`config.mk`:
```
export PLATFORM = sky130hd
export DESIGN_NAME = trap_sequencer
export DESIGN_NICKNAME = d
export VERILOG_FILES = /design/src/rtl/trap_pkg.sv /design/src/rtl/irq_prio_enc.sv /design/src/rtl/trap_sequencer.sv
export SDC_FILE = /design/constraint.sdc
export NUM_CORES = 1
export LEC_CHECK = 0
export ABC_AREA = 1
export CAP_MARGIN = 10
export CORE_UTILIZATION = 48
export DETAILED_ROUTE_END_ITERATION = 7
export PLACE_DENSITY = 0.87
export SYNTH_ARGS = -nofsm -noshare
export SYNTH_HDL_FRONTEND = slang
export SYNTH_SLANG_ARGS = --single-unit
```
`constraint.sdc`:
```
create_clock -name clk -period 4 [get_ports clk]
set_input_delay 0.8 -clock clk [delete_from_list [all_inputs] [get_ports clk]]
set_output_delay 0.8 -clock clk [all_outputs]
set_load 0.02 [all_outputs]
```
`src/rtl/trap_pkg.sv`:
```
// Shared types and constants for the machine-mode trap sequencer.
package trap_pkg;

  localparam int unsigned XLEN           = 32;
  localparam int unsigned CODE_W         = 5;
  localparam int unsigned MCAUSE_IRQ_BIT = 31;

  localparam logic [CODE_W-1:0] EXC_INST_MISALIGN  = 5'd0;
  localparam logic [CODE_W-1:0] EXC_ILLEGAL        = 5'd2;
  localparam logic [CODE_W-1:0] EXC_LOAD_MISALIGN  = 5'd4;
  localparam logic [CODE_W-1:0] EXC_STORE_MISALIGN = 5'd6;

  typedef enum logic [2:0] {
    IDLE,
    FLUSH,
    SAVE,
    REDIR,
    RET
  } state_e;

  // Cause captured at trap detection; pc is word-aligned so only [31:2] is kept.
  typedef struct packed {
    logic              is_irq;
    logic [CODE_W-1:0] code;
    logic [XLEN-1:2]   pc;
    logic [XLEN-1:0]   tval;
    logic              mpie;
  } trap_cause_t;

  function automatic logic [XLEN-1:0] mcause_of(input trap_cause_t c);
    logic [XLEN-1:0] r;
    r                 = XLEN'(c.code);
    r[MCAUSE_IRQ_BIT] = c.is_irq;
    return r;
  endfunction

endpackage

```
`src/rtl/irq_prio_enc.sv`:
```
// Combinational lowest-index-wins interrupt priority encoder.
module irq_prio_enc
  import trap_pkg::*;
#(
  parameter int unsigned NUM_IRQ = 8
) (
  input  logic [NUM_IRQ-1:0] req,
  output logic               valid,
  output logic [CODE_W-1:0]  code
);

  logic found;

  always_comb begin
    valid = |req;
    code  = '0;
    found = 1'b0;
    for (int i = 0; i < int'(NUM_IRQ); i++) begin
      if (req[i] && !found) begin
        code  = CODE_W'(i);
        found = 1'b1;
      end
    end
  end

endmodule

```
`src/rtl/trap_sequencer.sv`:
```
// Machine-mode trap entry / MRET sequencer: arbitrate, flush, update CSRs, redirect PC.
module trap_sequencer
  import trap_pkg::*;
#(
  parameter int unsigned NUM_IRQ      = 8,
  parameter int unsigned FLUSH_CYCLES = 2
) (
  input  logic              clk,
  input  logic              reset_n,
  input  logic [XLEN-1:0]   mip_i,
  input  logic [XLEN-1:0]   mie_i,
  input  logic              mstatus_mie_i,
  input  logic              mstatus_mpie_i,
  input  logic [XLEN-1:0]   mtvec_i,
  input  logic [XLEN-1:0]   mepc_i,
  input  logic              exc_valid_i,
  input  logic [CODE_W-1:0] exc_code_i,
  input  logic [XLEN-1:0]   exc_tval_i,
  input  logic [XLEN-1:0]   pc_i,
  input  logic              mret_i,
  output logic              busy_o,
  output logic              flush_o,
  output logic              csr_we_o,
  output logic [XLEN-1:0]   mepc_o,
  output logic [XLEN-1:0]   mcause_o,
  output logic [XLEN-1:0]   mtval_o,
  output logic              mie_o,
  output logic              mpie_o,
  output logic              redirect_o,
  output logic [XLEN-1:0]   redirect_pc_o,
  output logic              trap_ack_o
);

  localparam int unsigned CNT_W = (FLUSH_CYCLES > 1) ? $clog2(FLUSH_CYCLES) : 1;

  state_e            state_q, state_d;
  logic [CNT_W-1:0]  cnt_q, cnt_d;
  trap_cause_t       cause_q, cause_d;

  logic              busy_d, flush_d, csr_we_d, redirect_d, trap_ack_d, mie_d, mpie_d;
  logic [XLEN-1:0]   mepc_d, mcause_d, mtval_d, redirect_pc_d;

  logic              irq_valid;
  logic [CODE_W-1:0] irq_code;
  logic              irq;
  logic [XLEN-1:0]   vec_base;

  logic              unused_bits;
  assign unused_bits = ^{mip_i[XLEN-1:NUM_IRQ], mie_i[XLEN-1:NUM_IRQ], mtvec_i[1], pc_i[1:0]};

  irq_prio_enc #(
    .NUM_IRQ(NUM_IRQ)
  ) u_prio (
    .req  (mip_i[NUM_IRQ-1:0] & mie_i[NUM_IRQ-1:0]),
    .valid(irq_valid),
    .code (irq_code)
  );

  assign irq      = irq_valid & mstatus_mie_i;
  assign vec_base = {mtvec_i[XLEN-1:2], 2'b00};

  // Next state, cause latch, and the registered outputs of the state being entered.
  always_comb begin
    state_d       = state_q;
    cnt_d         = cnt_q;
    cause_d       = cause_q;
    flush_d       = 1'b0;
    csr_we_d      = 1'b0;
    redirect_d    = 1'b0;
    trap_ack_d    = 1'b0;
    mepc_d        = mepc_o;
    mcause_d      = mcause_o;
    mtval_d       = mtval_o;
    mie_d         = mie_o;
    mpie_d        = mpie_o;
    redirect_pc_d = redirect_pc_o;

    unique case (state_q)
      IDLE: begin
        if (exc_valid_i) begin
          state_d        = FLUSH;
          cnt_d          = CNT_W'(FLUSH_CYCLES - 1);
          cause_d.is_irq = 1'b0;
          cause_d.code   = exc_code_i;
          cause_d.pc     = pc_i[XLEN-1:2];
          cause_d.tval   = exc_tval_i;
          cause_d.mpie   = mstatus_mie_i;
        end else if (mret_i) begin
          state_d = RET;
        end else if (irq) begin
          state_d        = FLUSH;
          cnt_d          = CNT_W'(FLUSH_CYCLES - 1);
          cause_d.is_irq = 1'b1;
          cause_d.code   = irq_code;
          cause_d.pc     = pc_i[XLEN-1:2];
          cause_d.tval   = '0;
          cause_d.mpie   = mstatus_mie_i;
        end
      end
      FLUSH: begin
        if (cnt_q == '0) state_d = SAVE;
        else             cnt_d   = cnt_q - CNT_W'(1);
      end
      SAVE:    state_d = REDIR;
      REDIR:   state_d = IDLE;
      RET:     state_d = IDLE;
      default: state_d = IDLE;
    endcase

    busy_d = (state_d != IDLE);

    unique case (state_d)
      FLUSH: flush_d = 1'b1;
      SAVE: begin
        flush_d    = 1'b1;
        csr_we_d   = 1'b1;
        trap_ack_d = 1'b1;
        mepc_d     = {cause_q.pc, 2'b00};
        mcause_d   = mcause_of(cause_q);
        mtval_d    = cause_q.tval;
        mie_d      = 1'b0;
        mpie_d     = cause_q.mpie;
      end
      REDIR: begin
        redirect_d    = 1'b1;
        redirect_pc_d = (mtvec_i[0] && cause_q.is_irq)
                        ? vec_base + XLEN'({cause_q.code, 2'b00})
                        : vec_base;
      end
      RET: begin
        csr_we_d      = 1'b1;
        mie_d         = mstatus_mpie_i;
        mpie_d        = 1'b1;
        mepc_d        = mepc_i;
        redirect_d    = 1'b1;
        redirect_pc_d = {mepc_i[XLEN-1:2], 2'b00};
      end
      default: ;
    endcase
  end

  always_ff @(posedge clk or negedge reset_n) begin
    if (!reset_n) begin
      state_q       <= IDLE;
      cnt_q         <= '0;
      cause_q       <= '0;
      busy_o        <= 1'b0;
      flush_o       <= 1'b0;
      csr_we_o      <= 1'b0;
      redirect_o    <= 1'b0;
      trap_ack_o    <= 1'b0;
      mepc_o        <= '0;
      mcause_o      <= '0;
      mtval_o       <= '0;
      mie_o         <= 1'b0;
      mpie_o        <= 1'b0;
      redirect_pc_o <= '0;
    end else begin
      state_q       <= state_d;
      cnt_q         <= cnt_d;
      cause_q       <= cause_d;
      busy_o        <= busy_d;
      flush_o       <= flush_d;
      csr_we_o      <= csr_we_d;
      redirect_o    <= redirect_d;
      trap_ack_o    <= trap_ack_d;
      mepc_o        <= mepc_d;
      mcause_o      <= mcause_d;
      mtval_o       <= mtval_d;
      mie_o         <= mie_d;
      mpie_o        <= mpie_d;
      redirect_pc_o <= redirect_pc_d;
    end
  end

endmodule

```
Yosys cells after proc, flatten, opt, wreduce, memory -nomap -nowiden
Cells that the tools add are included.
Cells by class
  add/subtract/negate cells: 2
  equality and inequality tests: 9
  multiplexer cells: 36
  bitwise gates (word level): 2
  reductions and logical operators: 27
Operators with widths (count)
  $mux 69: 3
  $pmux 32 s2: 2
  $add 32x7->32: 1
  $mux 32: 1
  $mux 3: 8
  $mux 1: 16
  $eq 3x2->1 const B: 3
  $pmux 3 s3: 1
  $and 8x8->8: 1
  $logic_and 1x1->1: 8
  $reduce_bool 2->1: 4
  $reduce_or 8->1: 1
  $logic_not 1->1: 7
  $eq 3x1->1 const B: 2
  $ne 3x3->1 const B: 2
  $pmux 1 s2: 3
  $reduce_and 3->1: 2
  $reduce_or 2->1: 3
  $mux 2: 2
  $eq 3x3->1 const B: 1
  $logic_not 3->1: 1
  $reduce_bool 3->1: 1
  $ne 2x2->1 const B: 1
  $and 1x1->1: 1
  $sub 1x1->1 const B: 1
Storage, ports and cells
  flip-flop bits (word level): 182
  input port bits: 203
  output and inout bits: 135
  logic and storage cells: 94

Longest topological paths before layout
Gate-level depths: netlist of the first run.
  depth in word-level cells: 26
  gate-level depth with buffers: 14
  mapped depth without buffers: 14

Modules after synthesis
From an unflattened synthesis of the first run, not the netlist that was laid out.
Unflattened totals
  cell total of the unflattened synthesis: 1076
  area total of the unflattened synthesis: 8752.1 sq um
Modules (own cells, without submodules)
  trap_sequencer: times used 1, cells each 1051, area each 8625.8 sq um, sequential area each 4504.3 sq um
  irq_prio_enc: times used 1, cells each 25, area each 126.4 sq um, sequential area each 0.0 sq um

Worst setup path after synthesis of the first run
No wires, ideal clock.
  path kind: input port to flip-flop
  start point: in mtvec_i[2]
  end point: reg redirect_pc_o[30]
  library setup time: 128 ps
  arrival: 2052 ps
  required time: 3872 ps
  slack: 1820 ps
  stages: 10
  path buffers: 0
  cells stage by stage: ha_1 fa_1 inv_1 nor2_1 nor2_1 o21ai_0 nand3_1 nand2_1 nand3_1 a31oi_1
On the way
  longest elaborated chain between the ends: 3
Ends and longest elaborated chain
  start: declaration: line trap_sequencer.sv:14  | input logic [XLEN-1:0] mtvec_i,
  $add 32x7->32: line trap_sequencer.sv:127  | ? vec_base + XLEN'({cause_q.code, 2'b00})
  $mux 32: line trap_sequencer.sv:127
  $pmux 32 s2: line trap_sequencer.sv:112  | unique case (state_d)
  end signal: assignment: line trap_sequencer.sv:172  | redirect_pc_o <= redirect_pc_d;
  end: declaration: line trap_sequencer.sv:30  | output logic [XLEN-1:0] redirect_pc_o,
No other way between the ends.
A chain may end at the register's enable or synchronous reset.

Final worst setup path of the first run
  start point: in mie_i[0]
  end point: reg cause_q[48] (netlist bit)
On the way
  longest elaborated chain between the ends: 5
Ends and longest elaborated chain
  start: declaration: line trap_sequencer.sv:11  | input logic [XLEN-1:0] mie_i,
  $and 8x8->8: line trap_sequencer.sv:54  | .req (mip_i[NUM_IRQ-1:0] & mie_i[NUM_IRQ-1:0]),
  $reduce_or 8->1: line irq_prio_enc.sv:15  | valid = |req;
  $and 1x1->1: line trap_sequencer.sv:59  | assign irq = irq_valid & mstatus_mie_i;
  $reduce_bool 2->1 (no source line)
  $reduce_and 3->1 (no source line)
  end signal: assignment: line trap_sequencer.sv:161  | cause_q <= cause_d;
  end: declaration: line trap_sequencer.sv:38  | trap_cause_t cause_q, cause_d;
No other way between the ends.

==> metrics, run 1 <==
status finished, final reports clean; post-CTS sizing 0; Die Wd between 100 and 150 um; antenna violations before repair 0; clk buf depth 2; CTS Buf Count 17; post-synthesis sequential area ratio 51.8%; RR Endpoint redirect_pc_o[25]; clock tree sinks 180; Vias/cell 5.27; TritonRoute pass-1 iters 5; crit end category flop; clock latency at the later pin of the worst-skew pair ~0.43 ns; syn avg cell area between 7 and 8 um^2; Post-synth EDFFs 0; Crit Path Class in2reg; PwrDens 747 nW/um^2; Hold WC Path Type in2async; Worst Tran Pin Value 1.07 ns; final setup violating endpoints 0; Arr. time, crit path 3.26 ns; Tcrit/Tclk final 72.8%; Die Area 18,700 um^2; Die Ht 137 um; initial DRC count 582; Reg2Reg Setup Slack 1.13 ns; unrepaired setup endpoints after global routing false; post-CTS setup buffers 0; CP dominant cell by count nand2_1; total track usage 28.8%; Core Rows 48; FF-to-FF path depth 10; max incr delay on CP roughly 0.67 ns; share of cells above drive strength 1 4.56%; worst endpoint required time ~4.3 ns; hold_buf cts 0; Layout Skew 0.00836 ns; Hold Vio Cnt, Final 0; Initial Util 49.7%; Clock Tree Root clkbuf_16; H-tree levels 4; vias ~8k; # IOs 338; Post-DRT Antenna Nets 0; Post-synth ARST share 100%; CTS tree yes; core area 17,500 um^2; area grow syn2layout 37.0%; Max Slew Vio Count 0; Reg2Reg Launch Point state_q[1]; Syn. warnings 0; final wirelength 25,900 um; DR WL/cell 16.5 um; vias in the first global route 7,949; total negative slack 0 ns; FMAX 343 MHz; Routability Congestion 0.911; Syn Std Cell Area 8690 um^2; nets 1,536; worst vdd ir 395 uV; post-DP HPWL 18,500 um; Mapped Cells ~1.1k; library cells used by synthesis 36; critical path's slowest cell inv_2; first-pass GRT wire length 40,600 um; grt total ovfl 0; DRC viols 0; CP startpoint kind input port; leakage 5.60 nW; crit-path cells clkdlybuf4s50_1 -> nand2_1 -> nand2_1 -> nor2_1 -> nand2_1 -> nand2_1 -> nand2_1 -> nand3_2 -> inv_2 -> buf_4 -> nand2_1 -> o21ai_0; Most used DFF post-synth dfrtp_1; largest net degree at the start of global routing a little over 100; Worst-path clk slew 0.07 ns; worst-path fanout max 39; max_slew headroom 28.6%; fin util around 68%; flops & latches, synth 180; # Max-Cap Violations 0; # port buffers 258; Tmin final 2.91 ns
==> worst max path at each step <==
stage | endpoint | from | slack [ns]
after floorplan | redirect_pc_o[30] | mtvec_i[2] | 1.82
after global placement | cause_q[48] | mip_i[1] | 0.71
after detailed placement | cause_q[44] | mip_i[3] | 0.64
after CTS | cause_q[48] | mip_i[3] | 1.09
after global routing | cause_q[48] | mip_i[3] | 0.81
final | cause_q[48] | mie_i[0] | 1.09
==> critical path: cells and delay by family <==
kind	cells	cell delay (ns)
buffers and inverters	3	1.49
AO/OA/AOI/OAI	1	0.09
AND/OR/NAND/NOR	8	0.89
==> layout make-up <==
type / count / area [um^2]
fillers: 1393 / 5570
inverters: 105 / 397
multi-input cells: 755 / 3460
clock buffers: 19 / 453
diodes: 1 / 2.50
well taps: 225 / 282
repair buffers: 268 / 2670
clock inverters: 12 / 141
flip-flops and latches: 180 / 4500
==> routing by layer <==
metal | vias to the layer above | global-route usage (%) | wire (um)
met5 | - | 0 | 0
met4 | 0 | 12.2 | 822
met3 | 54 | 8.81 | 2620
met2 | 395 | 47.0 | 12300
met1 | 3888 | 35.3 | 10100
li1 | 3908 | - | -
==> through the flow <==
step | setup slack [ns] | hold slack [ns] | area [um^2] | std cells | power (mW)
5_1_grt | 0.813 | 0.504 | 11900 | 1564 | 9.50
3_3_place_gp | 0.712 | 0.455 | 11300 | 1533 | 7.06
6_report | 1.09 | 0.438 | 11900 | 1565 | 8.90
2_1_floorplan | 1.82 | 0.449 | 8790 | 1114 | 5.46
4_1_cts | 1.09 | 0.481 | 11900 | 1564 | 8.95
3_5_place_dp | 0.643 | 0.466 | 11300 | 1533 | 7.21
==> cell usage after synthesis, types with 3 or more instances <==
| cell | instances | share of area [%] |
|---|---|---|
| a21oi_1 | 20 | 1.2 |
| a22o_1 | 3 | 0.30 |
| a31oi_1 | 11 | 0.79 |
| buf_2 | 23 | 1.3 |
| buf_4 | 31 | 2.7 |
| clkbuf_1 | 17 | 0.73 |
| dfrtp_1 | 180 | 52 |
| ha_1 | 5 | 0.72 |
| inv_1 | 97 | 4.2 |
| inv_2 | 6 | 0.26 |
| nand2_1 | 364 | 16 |
| nand3_1 | 78 | 4.5 |
| nand3b_1 | 6 | 0.52 |
| nand4_1 | 10 | 0.72 |
| nor2_1 | 77 | 3.3 |
| nor3_1 | 3 | 0.17 |
| o211ai_1 | 23 | 2.0 |
| o21ai_0 | 85 | 4.9 |
| o21ai_1 | 16 | 0.92 |
| o21bai_1 | 5 | 0.43 |
| or2_2 | 4 | 0.29 |
| xnor2_1 | 3 | 0.30 |
==> where the power goes <==
group	internal [mW]	leakage, nW	switching, mW
sequential	2.67	2.23	0.425
clock	0.962	0.288	0.734
combinational	1.63	3.09	2.48
==> state kept, by name, summed over array words and instances, names as in the netlist <==
signal,flops
mcause_o,6
state_q,3
busy_o,1
mtval_o,32
mpie_o,1
mepc_o,32
cnt_q,1
csr_we_o,1
redirect_pc_o,30
mie_o,1
flush_o,1
cause_q,69
redirect_o,1
trap_ack_o,1
==> placed cells by master (no fill, tap or decap), drive strengths merged <==
cell type	instances
nor3	3
inv	110
clkinvlp	2
nor4	1
o21ai	101
nand4	10
conb	28
a21oi	20
nand2	366
diode	1
dfrtp	180
nor2	80
fa	1
xnor2	3
a22o	3
xor2	2
clkinv	3
ha	5
o21bai	5
or2	4
bufinv	2
nand3	81
buf	10
clkbuf	20
o221ai	2
o211ai	23
nand3b	6
a31oi	11
clkdlybuf4s50	257
==> cells by family (layout without fill, tap and decap cells) <==
family / Yosys count / count (layout) / share of synthesized area, %
XOR/XNOR: 5 / 5 / 0.504
adder cells (fa/ha/maj): 6 / 6 / 0.950
AND/OR/NAND/NOR: 551 / 551 / 26.4
buffers and inverters: 179 / 404 / 9.60
other: 1 / 29 / 0.0431
flip-flops: 180 / 180 / 51.8
AO/OA/AOI/OAI: 165 / 165 / 10.7
Note: power is estimated with default switching activity, not from simulation.
==> run 2, diff against run 1 <==
--- a/config.mk
+++ b/config.mk
@@ -7,9 +7,9 @@
 export LEC_CHECK = 0
 export ABC_AREA = 1
 export CAP_MARGIN = 10
-export CORE_UTILIZATION = 48
+export CORE_UTILIZATION = 40
 export DETAILED_ROUTE_END_ITERATION = 7
-export PLACE_DENSITY = 0.87
+export PLACE_DENSITY = 0.77
 export SYNTH_ARGS = -nofsm -noshare
 export SYNTH_HDL_FRONTEND = slang
 export SYNTH_SLANG_ARGS = --single-unit
==> constraint.sdc (replaced) <==
create_clock -name clk -period 2.44 [get_ports clk]
set_input_delay 0.488 -clock clk [delete_from_list [all_inputs] [get_ports clk]]
set_output_delay 0.488 -clock clk [all_outputs]
set_load 0.02 [all_outputs]
==> metrics, run 2 (synthesis gave the netlist of run 1 again) <==
Reg2Reg Setup Slack 0.40 ns (-0.73 ns); Initial Util 41.1% (-8.6 points); Clk network pwr share 18.6% (-0.5 points); worst vdd ir 653 uV (+65%); register share of total power 34.4% (-0.3 points); CTS Buf Count 17 (unchanged); DRC viols 0 (unchanged); commonest non-fill, non-tap cell in the layout nand2_1; final setup violating endpoints 0 (unchanged); area grow syn2layout 40.3%; Hold Vio Cnt, Final 0 (unchanged); PwrDens 1210 nW/um^2 (+62%); Layout Skew 0.0161 ns (+0.00770 ns); # IOs 338 (unchanged); Worst-path clk slew 0.07 ns (about the same); post-CTS sizing 0 (unchanged); H-tree levels 4 (unchanged); post-CTS setup buffers 0 (unchanged); nets 1,557 (+1.4%); crit-path cells clkdlybuf4s50_1 -> ha_1 -> fa_1 -> nand2_1 -> nand3_2 -> nand4_1 -> nor2_1 -> nand2_1 -> nand3_1 -> a21oi_1; DR WL/cell 15.7 um (-5.0%); Internal 8.72 mW (+66%); Net Sw Frac 40.9% (about the same); switching power total 6.03 mW (+66%); antenna violations before repair 1 (+1); crit end category flop; Tmin final 2.16 ns; Tcrit/Tclk final between 80% and 90%; Routability Congestion 0.902 (-0.98%); grt total ovfl 0 (unchanged); buffers and inverters on the worst path 1 (-2); Reg2Reg Launch Point cause_q[63]; Max Slew Vio Count 0 (unchanged); vias 8,064 (-2.2%); Arr. time, crit path 2.52 ns (-0.74 ns); Biggest register cause_q; Post-DRT Antenna Nets 0 (unchanged); Hold WC Path Type in2async; top flop regs cause_q (69), mepc_o (32), mtval_o (32); Vias/cell 4.93 (-6.5%); CP dominant cell by count nand2_1; crit-path leading delay family simple AND/OR/NAND/NOR gates; Die Area 22,300 um^2 (+20%); Crit Path Class in2reg; initial DRC count 457 (-21%); Die Ht 149 um (+9.4%); max incr delay on CP 0.46 ns (-0.21 ns); Core Rows 53 (+10%); worst-path fanout max 8 (-79%); Logic pwr share 46.9% (+0.7 points); core area 21,200 um^2 (+21%); Die Wd 149 um (+9.4%); unrepaired setup endpoints after global routing false; placed cell count 1,604 (+4.6%); first-pass GRT wire length 40,200 um (-0.97%); total track usage 23.5% (-5.3 points); leakage 5.73 nW (+2.2%); TritonRoute pass-1 iters 5 (unchanged); vias in the first global route 7,740 (-2.6%); max_slew headroom 65.2% (+37 points); # port buffers 258 (unchanged); critical path's slowest cell clkdlybuf4s50_1; Clock Tree Root clkbuf_16; status finished, final reports clean; FMAX 463 MHz; non-filler cells in the finished layout 1,637 (+4.6%); hold_buf cts 0 (unchanged); clock tree sinks 180 (unchanged); largest net degree at the start of global routing 85 (-17%); worst endpoint required time 2.80 ns (-1.54 ns); clk buf depth 2 (unchanged); clock latency at the later pin of the worst-skew pair 0.43 ns (about the same); share of cells above drive strength 1 6.10% (+1.5 points); total negative slack 0 ns (unchanged); CTS tree yes; CP startpoint kind input port; FF-to-FF path depth 9 (-1); # Max-Cap Violations 0 (unchanged); post-DP HPWL 19,000 um (+2.9%); most frequent cells in the layout nand2_1, clkdlybuf4s50_1, dfrtp_1; RR Endpoint redirect_pc_o[20]; Largest register FFs 69 (unchanged); Worst Tran Pin Value 0.521 ns (-0.548 ns); final wirelength 25,700 um (-0.65%)
==> run 2: changes by cell type in the layout (fill, tap and decap cells not counted) <==
cell	change
buf_12	+6
buf_4	+15
bufinv_16	-1
clkbuf_8	-2
clkinv_4	+1
clkinv_8	+1
inv_6	-2
inv_8	+4
==> run 2: worst max-delay path by stage <==
stage / slack [ns] / cells past startpoint / start / end
floorplan: 0.57 / 10 / mtvec_i[2] / redirect_pc_o[30]
global placement: -0.11 / 12 / mtvec_i[2] / redirect_pc_o[22]
detailed placement: -0.14 / 10 / mtvec_i[2] / redirect_pc_o[20]
CTS: 0.31 / 10 / mtvec_i[2] / redirect_pc_o[20]
global route: 0.12 / 10 / mtvec_i[2] / redirect_pc_o[20]
finish: 0.28 / 10 / mtvec_i[2] / redirect_pc_o[20]
==> run 2: cell type report <==
cell class                      instances  area (um^2)
Fill cell                            1935         8950
Sequential cell                       180         4500
Multi-Input combinational cell        755         3460
Timing Repair Buffer                  289         2910
Clock buffer                           17          425
Inverter                              105          397
Tap cell                              275          344
Clock inverter                         15          164
Antenna cell                            1         2.50
==> run 2: routing by layer <==
| metal | global-route usage (%) | vias to the layer above | share of wire (%) |
|---|---|---|---|
| met5 | 0 | - | 0 |
| met2 | 38.4 | 284 | 47 |
| met4 | 8.27 | 0 | 2.3 |
| li1 | - | 3947 | - |
| met3 | 6.49 | 41 | 8.4 |
| met1 | 29.7 | 3792 | 42 |
==> run 2: per-stage QoR <==
step | power [mW] | hold slack, ns | cell area, um^2 | worst slack (ns) | utilization (%)
finish | 14.8 | 0.00943 | 12200 | 0.279 | 57.7
floorplan | 8.96 | 0.192 | 8790 | 0.572 | -
CTS | 14.9 | 0.0448 | 12200 | 0.309 | 57.7
detailed placement | 12.1 | 0.458 | 11600 | -0.143 | 54.9
global route | 15.8 | 0.0489 | 12200 | 0.119 | 57.7
global placement | 11.9 | 0.456 | 11600 | -0.114 | 54.9
==> run 2: power by group through the flow <==
stage	logic, mW	registers [mW]	clock network, mW
floorplan	3.01	5.94	0
global placement	6.82	5.06	0
detailed placement	6.97	5.12	0
CTS	7.01	5.09	2.81
global route	7.63	5.23	2.94
finish	6.93	5.08	2.75
==> run 3, diff against run 2 <==
--- a/config.mk
+++ b/config.mk
@@ -10,6 +10,7 @@
 export CORE_UTILIZATION = 40
 export DETAILED_ROUTE_END_ITERATION = 7
 export PLACE_DENSITY = 0.77
+export SLEW_MARGIN = 25
 export SYNTH_ARGS = -nofsm -noshare
 export SYNTH_HDL_FRONTEND = slang
 export SYNTH_SLANG_ARGS = --single-unit
==> results of run 3 <==
Final layout, timing and power as in run 2 (identical DEF).
